`src/rtl/alu_pkg.sv`:
```
// Shared definitions for the ALU sequencer slice.
// Holds the opcode encodings, the 13-bit one-hot ALU select constants,
// the sequencer state enum, the latency class enum and the default
// multi-cycle latencies. No ports (package).
package alu_pkg;

    localparam int OP_W   = 5;
    localparam int CTRL_W = 13;
    localparam int DATA_W = 32;

    localparam logic [OP_W-1:0] OP_AND  = 5'd0;
    localparam logic [OP_W-1:0] OP_OR   = 5'd1;
    localparam logic [OP_W-1:0] OP_ADD  = 5'd2;
    localparam logic [OP_W-1:0] OP_SUB  = 5'd3;
    localparam logic [OP_W-1:0] OP_MUL  = 5'd4;
    localparam logic [OP_W-1:0] OP_DIV  = 5'd5;
    localparam logic [OP_W-1:0] OP_SHR  = 5'd6;
    localparam logic [OP_W-1:0] OP_SHRA = 5'd7;
    localparam logic [OP_W-1:0] OP_SHL  = 5'd8;
    localparam logic [OP_W-1:0] OP_ROR  = 5'd9;
    localparam logic [OP_W-1:0] OP_ROL  = 5'd10;
    localparam logic [OP_W-1:0] OP_NEG  = 5'd11;
    localparam logic [OP_W-1:0] OP_NOT  = 5'd12;

    localparam logic [CTRL_W-1:0] CTRL_NONE = 13'h0000;
    localparam logic [CTRL_W-1:0] CTRL_AND  = 13'h0001;
    localparam logic [CTRL_W-1:0] CTRL_OR   = 13'h0002;
    localparam logic [CTRL_W-1:0] CTRL_ADD  = 13'h0004;
    localparam logic [CTRL_W-1:0] CTRL_SUB  = 13'h0008;
    localparam logic [CTRL_W-1:0] CTRL_MUL  = 13'h0010;
    localparam logic [CTRL_W-1:0] CTRL_DIV  = 13'h0020;
    localparam logic [CTRL_W-1:0] CTRL_SHR  = 13'h0040;
    localparam logic [CTRL_W-1:0] CTRL_SHRA = 13'h0080;
    localparam logic [CTRL_W-1:0] CTRL_SHL  = 13'h0100;
    localparam logic [CTRL_W-1:0] CTRL_ROR  = 13'h0200;
    localparam logic [CTRL_W-1:0] CTRL_ROL  = 13'h0400;
    localparam logic [CTRL_W-1:0] CTRL_NEG  = 13'h0800;
    localparam logic [CTRL_W-1:0] CTRL_NOT  = 13'h1000;

    localparam int DEF_MUL_LAT = 4;
    localparam int DEF_DIV_LAT = 34;

    typedef enum logic [1:0] {
        ST_IDLE = 2'd0,
        ST_EXEC = 2'd1,
        ST_DONE = 2'd2
    } seq_state_e;

    typedef enum logic [1:0] {
        LAT_ONE = 2'd0,
        LAT_MUL = 2'd1,
        LAT_DIV = 2'd2
    } lat_class_e;

endpackage

```
`src/rtl/alu_op_decode.sv`:
```
// Combinational opcode decoder.
// Ports:
//   opcode    in  5   operation code
//   control   out 13  one-hot ALU select (zero for illegal opcodes)
//   legal     out 1   opcode is 0..12
//   lat_class out 2   latency class (single-cycle, MUL or DIV)
module alu_op_decode
    import alu_pkg::*;
(
    input  logic [OP_W-1:0]   opcode,
    output logic [CTRL_W-1:0] control,
    output logic              legal,
    output lat_class_e        lat_class
);

    // Map opcode to one-hot select, legality and latency class.
    always_comb begin
        control   = CTRL_NONE;
        legal     = 1'b1;
        lat_class = LAT_ONE;
        case (opcode)
            OP_AND:  control = CTRL_AND;
            OP_OR:   control = CTRL_OR;
            OP_ADD:  control = CTRL_ADD;
            OP_SUB:  control = CTRL_SUB;
            OP_MUL: begin
                control   = CTRL_MUL;
                lat_class = LAT_MUL;
            end
            OP_DIV: begin
                control   = CTRL_DIV;
                lat_class = LAT_DIV;
            end
            OP_SHR:  control = CTRL_SHR;
            OP_SHRA: control = CTRL_SHRA;
            OP_SHL:  control = CTRL_SHL;
            OP_ROR:  control = CTRL_ROR;
            OP_ROL:  control = CTRL_ROL;
            OP_NEG:  control = CTRL_NEG;
            OP_NOT:  control = CTRL_NOT;
            default: begin
                control = CTRL_NONE;
                legal   = 1'b0;
            end
        endcase
    end

endmodule

```
`src/rtl/alu_sequencer.sv`:
```
// Sequences one ALU operation at a time: accepts an opcode and operands,
// drives registered operands and a one-hot select to an external ALU for
// the operation's execute cycle count, then captures the 64-bit result.
// Configuration macro: ALU_SEQ_MULTICYCLE_EN -- when defined, MUL holds
// EXEC for MUL_LAT cycles and DIV for DIV_LAT cycles; otherwise every
// legal opcode executes in one cycle.
// Ports:
//   clk, clr_n            clock, async active-low reset
//   op_valid/op_ready     request handshake
//   opcode, a_in, b_in    request payload
//   alu_a, alu_b          registered operands to the ALU
//   alu_control           one-hot ALU select (zero outside EXEC)
//   alu_c                 ALU result
//   zhi, zlo              captured result
//   z_valid               one-cycle pulse on new result
//   illegal               one-cycle pulse on rejected opcode
module alu_sequencer
    import alu_pkg::*;
#(
    parameter int MUL_LAT = DEF_MUL_LAT,
    parameter int DIV_LAT = DEF_DIV_LAT
) (
    input  logic                clk,
    input  logic                clr_n,
    input  logic                op_valid,
    output logic                op_ready,
    input  logic [OP_W-1:0]     opcode,
    input  logic [DATA_W-1:0]   a_in,
    input  logic [DATA_W-1:0]   b_in,
    output logic [DATA_W-1:0]   alu_a,
    output logic [DATA_W-1:0]   alu_b,
    output logic [CTRL_W-1:0]   alu_control,
    input  logic [2*DATA_W-1:0] alu_c,
    output logic [DATA_W-1:0]   zhi,
    output logic [DATA_W-1:0]   zlo,
    output logic                z_valid,
    output logic                illegal
);

    localparam int CNT_W = 32;
    // Counter holds "cycles remaining minus one"; latencies below 1 clamp to 1.
    localparam logic [CNT_W-1:0] MUL_CNT = (MUL_LAT > 1) ? CNT_W'(MUL_LAT - 1) : {CNT_W{1'b0}};
    localparam logic [CNT_W-1:0] DIV_CNT = (DIV_LAT > 1) ? CNT_W'(DIV_LAT - 1) : {CNT_W{1'b0}};
`ifdef ALU_SEQ_MULTICYCLE_EN
    localparam bit MC_EN = 1'b1;
`else
    localparam bit MC_EN = 1'b0;
`endif

    seq_state_e        state_r;
    seq_state_e        state_nxt_s;
    logic [CNT_W-1:0]  cnt_r;
    logic [CNT_W-1:0]  cnt_load_s;
    logic [OP_W-1:0]   opc_r;
    logic [OP_W-1:0]   dec_op_s;
    logic [DATA_W-1:0] a_r;
    logic [DATA_W-1:0] b_r;
    logic [DATA_W-1:0] zhi_r;
    logic [DATA_W-1:0] zlo_r;
    logic [CTRL_W-1:0] ctrl_s;
    logic              legal_s;
    lat_class_e        lat_class_s;
    logic              accept_s;
    logic              start_s;
    logic              capture_s;
    logic              op_ready_r;
    logic              op_ready_nxt_s;
    logic [CTRL_W-1:0] alu_control_r;
    logic [CTRL_W-1:0] alu_control_nxt_s;
    logic              z_valid_r;
    logic              z_valid_nxt_s;
    logic              illegal_r;
    logic              illegal_nxt_s;

    // Decode the incoming opcode in IDLE, the latched one otherwise.
    always_comb begin
        if (state_r == ST_IDLE) begin
            dec_op_s = opcode;
        end else begin
            dec_op_s = opc_r;
        end
    end

    alu_op_decode u_decode (
        .opcode    (dec_op_s),
        .control   (ctrl_s),
        .legal     (legal_s),
        .lat_class (lat_class_s)
    );

    assign accept_s  = (state_r == ST_IDLE) && op_valid;
    assign start_s   = accept_s && legal_s;
    assign capture_s = (state_r == ST_EXEC) && (cnt_r == {CNT_W{1'b0}});

    // Select the counter preload from the latency class.
    always_comb begin
        cnt_load_s = {CNT_W{1'b0}};
        case (lat_class_s)
            LAT_MUL: cnt_load_s = MC_EN ? MUL_CNT : {CNT_W{1'b0}};
            LAT_DIV: cnt_load_s = MC_EN ? DIV_CNT : {CNT_W{1'b0}};
            default: cnt_load_s = {CNT_W{1'b0}};
        endcase
    end

    // State register.
    always_ff @(posedge clk or negedge clr_n) begin
        if (!clr_n) begin
            state_r <= ST_IDLE;
        end else begin
            state_r <= state_nxt_s;
        end
    end

    // Next-state logic.
    always_comb begin
        state_nxt_s = state_r;
        case (state_r)
            ST_IDLE: begin
                if (start_s) begin
                    state_nxt_s = ST_EXEC;
                end else begin
                    state_nxt_s = ST_IDLE;
                end
            end
            ST_EXEC: begin
                if (capture_s) begin
                    state_nxt_s = ST_DONE;
                end else begin
                    state_nxt_s = ST_EXEC;
                end
            end
            ST_DONE: state_nxt_s = ST_IDLE;
            default: state_nxt_s = ST_IDLE;
        endcase
    end

    // Output logic, computed from the next state so the outputs can be registered.
    always_comb begin
        op_ready_nxt_s    = (state_nxt_s == ST_IDLE);
        z_valid_nxt_s     = (state_nxt_s == ST_DONE);
        illegal_nxt_s     = accept_s && !legal_s;
        alu_control_nxt_s = CTRL_NONE;
        if (state_nxt_s == ST_EXEC) begin
            alu_control_nxt_s = ctrl_s;
        end else begin
            alu_control_nxt_s = CTRL_NONE;
        end
    end

    // Output registers; op_ready comes out of reset high.
    always_ff @(posedge clk or negedge clr_n) begin
        if (!clr_n) begin
            op_ready_r    <= 1'b1;
            z_valid_r     <= 1'b0;
            illegal_r     <= 1'b0;
            alu_control_r <= CTRL_NONE;
        end else begin
            op_ready_r    <= op_ready_nxt_s;
            z_valid_r     <= z_valid_nxt_s;
            illegal_r     <= illegal_nxt_s;
            alu_control_r <= alu_control_nxt_s;
        end
    end

    // Operand/opcode latch, cycle counter and result capture.
    always_ff @(posedge clk or negedge clr_n) begin
        if (!clr_n) begin
            a_r   <= {DATA_W{1'b0}};
            b_r   <= {DATA_W{1'b0}};
            opc_r <= {OP_W{1'b0}};
            cnt_r <= {CNT_W{1'b0}};
            zhi_r <= {DATA_W{1'b0}};
            zlo_r <= {DATA_W{1'b0}};
        end else begin
            if (start_s) begin
                a_r   <= a_in;
                b_r   <= b_in;
                opc_r <= opcode;
                cnt_r <= cnt_load_s;
            end else if (capture_s) begin
                zhi_r <= alu_c[2*DATA_W-1:DATA_W];
                zlo_r <= alu_c[DATA_W-1:0];
            end else if (state_r == ST_EXEC) begin
                cnt_r <= cnt_r - {{(CNT_W-1){1'b0}}, 1'b1};
            end else begin
                cnt_r <= cnt_r;
            end
        end
    end

    assign op_ready    = op_ready_r;
    assign z_valid     = z_valid_r;
    assign illegal     = illegal_r;
    assign alu_control = alu_control_r;
    assign alu_a       = a_r;
    assign alu_b       = b_r;
    assign zhi         = zhi_r;
    assign zlo         = zlo_r;

endmodule

```
`config.mk`:
```
export PLATFORM = sky130hd
export DESIGN_NAME = alu_sequencer
export DESIGN_NICKNAME = d
export VERILOG_FILES = /design/src/rtl/alu_pkg.sv /design/src/rtl/alu_op_decode.sv /design/src/rtl/alu_sequencer.sv
export SDC_FILE = /design/constraint.sdc
export NUM_CORES = 1
export LEC_CHECK = 0
export ABC_AREA = 1
export BUFFER_PORTS_ARGS = -buffer_cell sky130_fd_sc_hd__buf_2
export CORE_UTILIZATION = 40
export CTS_BUF_LIST = sky130_fd_sc_hd__clkbuf_16
export CTS_CLUSTER_DIAMETER = 200
export DETAILED_ROUTE_END_ITERATION = 6
export GPL_TIMING_DRIVEN = 1
export PLACE_DENSITY = 0.66
export SETUP_SLACK_MARGIN = 0.5
export SLEW_MARGIN = 20
export SYNTH_ARGS = -nofsm -noshare
export SYNTH_HDL_FRONTEND = slang
export SYNTH_SLANG_ARGS = --single-unit
```
`constraint.sdc`:
```
create_clock -name clk -period 4.3 [get_ports clk]
set_input_delay 0.43 -clock clk [delete_from_list [all_inputs] [get_ports clk]]
set_output_delay 0.43 -clock clk [all_outputs]
set_load 0.05 [all_outputs]
```
Yosys cells after proc, flatten, opt, wreduce, memory -nomap -nowiden
Cells that the tools add are included.

Register bits: 183. Output and inout port bits: 144.

$add $sub $neg: 1. Eq/ne operators: 16. Mux-type cells: 10. Bitwise gates (word level): 1. Reduce and logical (&&, ||, !) cells: 13.

Operator list (count): 13-bit case mux with 13 select lines (1); 32-bit 2-to-1 mux (3); 32-bit zero test (1); 32-bit by 1-bit subtractor with 32-bit output (second input constant) (1); 5-bit by 4-bit equality test with 1-bit output (second input constant) (5); 5-bit by 3-bit equality test with 1-bit output (second input constant) (4); 13-bit 2-to-1 mux (1); 13-bit OR reduction (1); 5-bit by 2-bit equality test with 1-bit output (second input constant) (2); 5-bit by 1-bit equality test with 1-bit output (second input constant) (1); 5-bit zero test (1); 5-bit 2-to-1 mux (1); 2-bit by 1-bit equality test with 1-bit output (second input constant) (2); 1-bit logical AND (4); 2-bit zero test (2); 2-bit case mux with 2 select lines (1); 2-bit AND reduction (2); 2-bit equality test (second input constant) (1); 1-bit 2-to-1 mux (2); 2-bit 2-to-1 mux (1); 2-bit inequality test (second input constant) (1); 2-bit nonzero test (1); 1-bit zero test (1); 1-bit inverter (1).

Longest topological paths before layout
Gate-level depths: netlist of the first run.

Depth in word-level cells: 10. Depth in mapped cells: 13. Depth with buffers taken out: 12.

Cells and area by module
Synthesis of the first run repeated with hierarchy kept, for this count alone.

Cells, all modules: 987. Area total of the unflattened synthesis: 7937.6 sq um.

By module, submodules not included: alu_sequencer (times used 1, cells an instance 955, area an instance 7807.5 sq um); alu_op_decode (times used 1, cells an instance 32, area an instance 130.1 sq um).

Worst setup path before layout of the first run
OpenSTA, ideal clock, no wires.

Kind: reg2reg. From: register cnt_r[0]. To: register zhi_r[0], in the netlist zhi[0]. Setup time: 118 ps. Arrival time: 1611 ps. Data required time: 4182 ps. Setup slack: 2571 ps. Cell stages (with the launch flop): 12. Buffers on the path: 2. Cell sequence: dfrtp_1 -> inv_1 -> ha_1 -> nand2_2 -> nor2_4 -> nand2_1 -> nor2_2 -> nand2_1 -> buf_4 -> buf_6 -> nand2_1 -> nand2_1.

Word-level cells in the longest chain between the ends: 3.

Ends and longest elaborated chain: start, declared (RTL line alu_sequencer.sv:52) `logic [CNT_W-1:0] cnt_r;`; start signal, assigned (RTL line alu_sequencer.sv:171) `cnt_r <= {CNT_W{1'b0}};`; start signal, assigned (RTL line alu_sequencer.sv:179) `cnt_r <= cnt_load_s;`; start signal, assigned (RTL line alu_sequencer.sv:184) `cnt_r <= cnt_r - {{(CNT_W-1){1'b0}}, 1'b1};`; 32-bit zero test (RTL line alu_sequencer.sv:93) `assign capture_s = (state_r == ST_EXEC) && (cnt_r == {CNT_W{1'b0}});`; 1-bit logical AND (RTL line alu_sequencer.sv:93); 2-bit AND reduction (no source line); end signal, assigned (RTL line alu_sequencer.sv:172) `zhi_r <= {DATA_W{1'b0}};`; end signal, assigned (RTL line alu_sequencer.sv:181) `zhi_r <= alu_c[2*DATA_W-1:DATA_W];`; end, declared (RTL line alu_sequencer.sv:58) `logic [DATA_W-1:0] zhi_r;`.

No other way between the ends. A chain may end at the register's enable or synchronous reset.

Final worst setup path of the first run
From: register cnt_r[0]. To: register zhi_r[31], in the netlist zhi[31].

Same word-level chain as after synthesis.

==> results.md, run 1 <==
- Worst-skew pair later-pin latency: approximately 0.43 ns
- Layout Cells excl Fill: around 1,500
- Overall power: around 0.0084 W
- Placed instance count: ~1,500
- Gate Count Post-Synth: around 1,000
- DRT antenna net count: 0
- Synth top area share: 0.5693
- Largest net degree at the start of global routing: approximately 130
- Slew of the pin with the lowest slew margin: about 1.1 ns
- DR DRC count: 0
- First-pass GRT wire length: approximately 32 mm
- Mapped Area: between 8000 and 9000 sq um
- CP Capture Type: flip-flop
- Final hold vios: 0
- Rel. slew slack: 0.2989
- DR vias: around 7,000
- Top post-synthesis cells by count: 542 x nand2_1, 182 x dfrtp_1, 82 x nor2_1
- Via density: ~4.6
- Vias in the first global route: 6,189
- Area Growth Syn to Fin: 25.49%
- Comb pwr share: 0.505
- Max cap viols: 0
- Number of buffer cells added on primary ports: about 280
- Longest Clk Path Bufs: 2
- Max Slew Vio Count: 0
- Prevailing post-synth register cell: dfrtp_1
- Clock share of power: 0.178
- Die area: ~20,000 sq um
- Layout cells sized above 1: 0.2706
- GRT overflow: 0
- Max VDD drop: about 0.4 mV
- Asr flop ratio synth: 1.000
- Number of synthesized flops with an enable pin: 0
- Clock sink total: roughly 180
- PostCTS Resize Cnt: 0
- Power density of the placed cells: about 830 nW/um^2
- DP HPWL: around 14 mm
- CTS H-tree lvls: 4
- Switching power: 0.004407 W
- WP data required: 4.66 ns
- Reg power frac: 0.316
- Seq/Total Area, Yosys: 0.5726
- Internal: 0.003976 W
- Yosys top cell by area: dfrtp_1
- DR WL/cell: around 14 microns
- Crit path launch type: flip-flop
- Switching power share of the total: 0.5257
- Yosys cell types: 27
- Core ar.: 19,530 sq um
- Die height: 143.4 microns
- Clk slew on worst S/H paths: 0.07 ns
- Chip width: about 140 microns
- Initial antenna violation count: 0
- Row Count: 51
- CTS Buf Count: 17
- Most frequent cell after synthesis: nand2_1
- Worst Hold Class: in2async
- Layout net count: ~1,400
- Fin crit share: 0.6586
- # Post-CTS Setup Buffers: 0
- Leakage: approximately 6 nW
- Synth top area cells: dfrtp_1 57%, nand2_1 25%, nor2_1 3.8%
- Crit path DAT: between 3 and 4 ns
- Fin crit period: 2.832 ns
- IO Count: 280
- Setup TNS: 0 ns
- Worst-path maximum fanout: 66
- Hold_ws: between 0.09 and 0.1 ns
- GRT Util Overall: 0.1986
- Initial drt markers: roughly 520
- Fill count: around 1,900
- Drt pass-1 iters: 5
- Outcome: completed
- Final wirelength: around 21 mm
- Routability Congestion: 0.8512
- Initial Util: 0.4097
- Syn_nets: approximately 1,100
- Finish-stage setup viols: 0
- Dpl cell area: 9475 sq um
- Fmax: between 300 and 400 MHz
- Yosys warns: 0
- Critical path class: reg2reg
- CTS Root Cell: clkbuf_16
- Avg Cell Area, Syn: a little over 8 sq um
- TritonCTS clock tree: built
- #FFs+latches synth: ~180
- # hold bufs at CTS: 0
- RSZ-0062 raised after global routing: no
- Fin area: approximately 10,000 sq um
- Worst Clk Skew: roughly 0.016 ns
path summary, 6_finish.rpt:
kind / from / end / slack [ns] / cells after the start
max in group asynchronous: clr_n / alu_b[5]$_DFFE_PN0N_ / 3.31 / 2
worst min register to register: alu_a[13]$_DFFE_PN0N_ / alu_a[13]$_DFFE_PN0N_ / 0.47 / 2
worst max-delay path: cnt_r[0]$_DFFE_PN0P_ / zhi[31]$_DFFE_PN0P_ / 1.47 / 11
min in group clk: b_in[9] / alu_b[9]$_DFFE_PN0N_ / 0.19 / 3
worst max register to register: cnt_r[0]$_DFFE_PN0P_ / zhi[31]$_DFFE_PN0P_ / 1.47 / 11
worst min-delay path: clr_n / alu_control[10]$_DFF_PN0_ / 0.09 / 1
worst max-delay path: stages (launching register included):
cell and delay [ns]:
dfrtp_1 0.36, inv_1 0.10, ha_1 0.24, nand2_2 0.10, nor2_4 0.18, nand2_1 0.11, nor2_2 0.16, nand2_2 0.05
buf_4 0.33, inv_2 0.86, nand2_1 0.15, nand2_1 0.10
cells in the final DEF (no fill, tap or decap), types with 7 or more instances in the layout:
| cell | instances |
|---|---|
| xor2_1 | 11 |
| dfrtp_1 | 182 |
| nor2_1 | 81 |
| nand4_1 | 25 |
| clkbuf_16 | 17 |
| buf_2 | 278 |
| inv_1 | 30 |
| o21ai_0 | 7 |
| nand2_1 | 541 |
| nand3_1 | 16 |
per-layer routing:
| metal | vias to the layer above | GRT usage | wire length (microns) | part of all wire |
|---|---|---|---|---|
| met5 | - | 0 | 0 | 0 |
| met3 | 24 | 0.04499 | 1313 | 0.063 |
| met1 | 3217 | 0.2693 | 9316 | 0.45 |
| met2 | 247 | 0.3153 | 9663 | 0.47 |
| met4 | 0 | 0.06159 | 391 | 0.019 |
| li1 | 3521 | - | - | - |
power by group through the flow:
stage	sequential (W)	clock, W	combinational (W)
after floorplan	0.00475	0	0.00125
after global placement	0.00267	0	0.00423
after detailed placement	0.00267	0	0.00428
after CTS	0.00265	0.00153	0.00428
after global routing	0.00273	0.00161	0.00456
final	0.00265	0.00149	0.00424
final cells by class:
class / instances / area, sq um / share of cell area
diodes: 1 / 2.502 / 0.0002493
clock buffers: 17 / 425.4 / 0.04237
clock inverters: 14 / 135.1 / 0.01346
inverters: 35 / 133.9 / 0.01333
multi-input cells: 719 / 2967 / 0.2955
flip-flops and latches: 183 / 4581 / 0.4563
well taps: 265 / 331.6 / 0.03303
repair buffers: 285 / 1464 / 0.1458
cells by family after synthesis:
| kind of cell | Yosys count | share of synthesized area |
|---|---|---|
| xor+xnor | 13 | 0.01423 |
| compound gates | 21 | 0.01548 |
| simple gates | 684 | 0.3383 |
| flops | 183 | 0.5726 |
| buf+inv | 74 | 0.05787 |
| fa+ha+maj | 1 | 0.001564 |
sequential cells by signal (all words and copies together) (netlist names):
name / cells
op_ready: 1
zhi: 32
zlo: 32
state_r: 2
illegal: 1
z_valid: 1
opc_r: 5
cnt_r: 32
alu_a: 32
alu_b: 32
alu_control: 13
metrics by stage:
| stage | utilization | setup slack, ns |
|---|---|---|
| after floorplan | - | 2.571 |
| after global placement | 0.4853 | 1.502 |
| after detailed placement | 0.4853 | 1.471 |
| after CTS | 0.5140 | 1.452 |
| after global routing | 0.5140 | 1.197 |
| final | 0.5142 | 1.468 |
No activity file was read; power rests on OpenSTA's default activity.
==> inputs of run 2 (changes only) <==
- PLACE_DENSITY: 0.66 -> 0.69
- clock period: 4.3 -> 2.6 ns (I/O delays scaled with it)
==> run 2 against run 1 <==
Against the previous run:
- clock power rose by 70%
- total power rose by 69%
- wire length rose by 0.76%
- combinational power rose by 71%
- non-clock buffer count rose by 6
- hold slack got worse by 0.081 ns
- setup slack got worse by 0.81 ns
- core utilization rose by 1.1 points
- register-to-register slack got worse by 0.81 ns
- die area did not move
- first-iteration DRC count fell by 20%
- final cell count rose by 0.46%
- critical endpoint is now cnt_r[31]$_DFFE_PN0P_
==> results.md, run 2 (same netlist as run 1, synthesis figures left out) <==
- Max Slew Vio Count: 0 (unchanged)
- Fin area: 10,250 sq um (+2.1%)
- Outcome: completed
- GRT Util Overall: 0.1926 (-0.005926)
- Rel. slew slack: 0.6469 (+0.3480)
- Hold Crit Start: b_in[21]
- Initial drt markers: 412 (-20%)
- CTS Root Cell: clkbuf_16
- Routability Congestion: 0.8543 (+0.36%)
- DR vias: 7,024 (+0.21%)
- Worst r2r path cells: 10 (-1)
- Longest Clk Path Bufs: 2 (unchanged)
- CP Capture Type: flip-flop
- Row Count: 51 (unchanged)
- Number of buffer cells added on primary ports: 279 (unchanged)
- R2R Path Start: state_r[0]$_DFF_PN0_
- Max cap viols: 0 (unchanged)
- CTS Buf Count: 17 (unchanged)
- Crit path DAT: 2.26 ns (-0.93 ns)
- Endpoint, Worst Hold: alu_b[21]$_DFFE_PN0N_
- Worst Hold Class: in2reg
- Vias in the first global route: 6,246 (+0.92%)
- Largest net degree at the start of global routing: 89 (-30%)
- Final wirelength: 20.84 mm (+0.76%)
- Die height: 143.4 microns (unchanged)
- Via density: 4.603 (-0.25%)
- Most common cell after layout, fill and taps aside: nand2_1
- Clock sink total: 183 (unchanged)
- Critical path class: reg2reg
- Initial Util: 0.4097 (unchanged)
- GRT overflow: 0 (unchanged)
- Area Growth Syn to Fin: 28.14%
- Most frequent cells in the layout: 541 x nand2_1, 278 x buf_2, 182 x dfrtp_1
- Setup TNS: 0 ns (unchanged)
- Fin crit period: 1.943 ns (-0.8886 ns)
- Core ar.: 19,530 sq um (unchanged)
- DR WL/cell: 13.66 microns (+0.30%)
- Flop-to-flop setup slack: 0.66 ns (-0.81 ns)
- Hold Path Stages: 3
- Initial antenna violation count: 1 (+1)
- CTS H-tree lvls: 4 (unchanged)
- Finish-stage setup viols: 0 (unchanged)
- Dpl cell area: 9550 sq um (+0.79%)
- Fin crit share: 0.7475 (+0.08886)
- Worst-path maximum fanout: 42 (-36%)
- Worst-skew pair later-pin latency: 0.43 ns (about the same)
- FF-to-FF End: cnt_r[31]$_DFFE_PN0P_
- Fill count: 1,824 (-2.7%)
- Drt pass-1 iters: 5 (unchanged)
- Die area: 20,570 sq um (unchanged)
- DR DRC count: 0 (unchanged)
- DP HPWL: 14.26 mm (-1.5%)
- Max VDD drop: 0.7296 mV (+83%)
- Final hold vios: 0 (unchanged)
- Layout cells sized above 1: 0.2722 (+0.001672)
- Worst Clk Skew: 0.01981 ns (+0.003774 ns)
- First-pass GRT wire length: 31.04 mm (-2.2%)
- Power density of the placed cells: 1378 nW/um^2 (+65%)
- Slew of the pin with the lowest slew margin: 0.5297 ns (-0.5205 ns)
- Chip width: 143.4 microns (unchanged)
- WP data required: 2.91 ns (-1.75 ns)
- TritonCTS clock tree: built
- DRT antenna net count: 0 (unchanged)
- Layout net count: 1,384 (+0.44%)
- Leakage: 6.063 nW (+1.4%)
- Crit path launch type: flip-flop
- Clk slew on worst S/H paths: 0.08 ns (about the same)
- RSZ-0062 raised after global routing: no
- IO Count: 280 (unchanged)
- Fmax: 514.5 MHz (+46%)
[run 2: cell count changes in the layout (fill, tap and decap cells not counted), sizes merged]
cell	delta
buf	+1
inv	-1
clkbuf	+3
clkinv	+3
dlygate4sd3	+2
clkinvlp	-1
[run 2: layer usage]
layer	vias to the layer above	GRT usage	share of wire
li1	3548	-	-
met1	3214	0.2560	0.44
met2	240	0.3122	0.48
met3	22	0.04832	0.067
met4	0	0.05151	0.012
met5	-	0	0
[run 2: repair_timing]
item / CTS / global route
hold buffers: 2 / 0
setup buffers: 0 / 0
endpoints found under the setup margin: 6 / 164
resized for setup: 1 / 10
cloned: 0 / 2
hold endpoints to repair: 61 / 0
[run 2: power by group]
| part | total [W] | internal, W | switching (W) |
|---|---|---|---|
| Combinational | 0.00723 | 0.00158 | 0.00565 |
| Sequential | 0.00438 | 0.00388 | 0.000494 |
| Clock | 0.00253 | 0.00129 | 0.00124 |
| Total | 0.0141 | 0.00675 | 0.00738 |
[run 2: worst max-delay path by stage]
| stage | from | to | slack (ns) | cells after the start |
|---|---|---|---|---|
| global placement | cnt_r[0]$_DFFE_PN0P_ | alu_control[11]$_DFF_PN0_ | 0.53 | 9 |
| global route | cnt_r[0]$_DFFE_PN0P_ | cnt_r[29]$_DFFE_PN0P_ | 0.50 | 10 |
| finish | state_r[0]$_DFF_PN0_ | cnt_r[31]$_DFFE_PN0P_ | 0.66 | 10 |
| detailed placement | cnt_r[0]$_DFFE_PN0P_ | cnt_r[21]$_DFFE_PN0P_ | 0.52 | 10 |
| floorplan | cnt_r[0]$_DFFE_PN0P_ | zhi[0]$_DFFE_PN0P_ | 0.87 | 11 |
| CTS | cnt_r[0]$_DFFE_PN0P_ | cnt_r[27]$_DFFE_PN0P_ | 0.57 | 10 |
[run 2: worst max-delay path, cell delays in order, from the launching register on]
cell	delay (ns)
dfrtp_1	0.40
nor2_2	0.23
nand2_1	0.11
nand2_1	0.14
nand3_1	0.13
nand2_2	0.16
nand2_8	0.15
nand2_4	0.16
clkinv_8	0.16
nand2_1	0.10
nand2_1	0.05
[run 2: through the flow]
step           setup WS, ns    util  cells  hold slack, ns  total power (W)
2_1_floorplan        0.8713       -    976        -0.03559         0.009922
3_3_place_gp         0.5331  0.4891   1489          0.2788          0.01145
3_5_place_dp         0.5237  0.4891   1489          0.2834          0.01153
4_1_cts              0.5682  0.5202   1523        0.001123          0.01410
5_1_grt              0.4988  0.5250   1526        0.006217          0.01495
6_report             0.6565  0.5250   1526         0.01335          0.01413
[run 2: cell type report]
cell class / count / area [sq um] / area share
clock buffer: 17 / 425.4 / 0.04150
multi-input combinational: 719 / 2982 / 0.2909
sequential: 183 / 4581 / 0.4468
inverter: 35 / 148.9 / 0.01452
antenna: 1 / 2.502 / 0.0002441
timing repair buffer: 291 / 1622 / 0.1582
tap: 265 / 331.6 / 0.03234
clock inverter: 15 / 158.9 / 0.01550
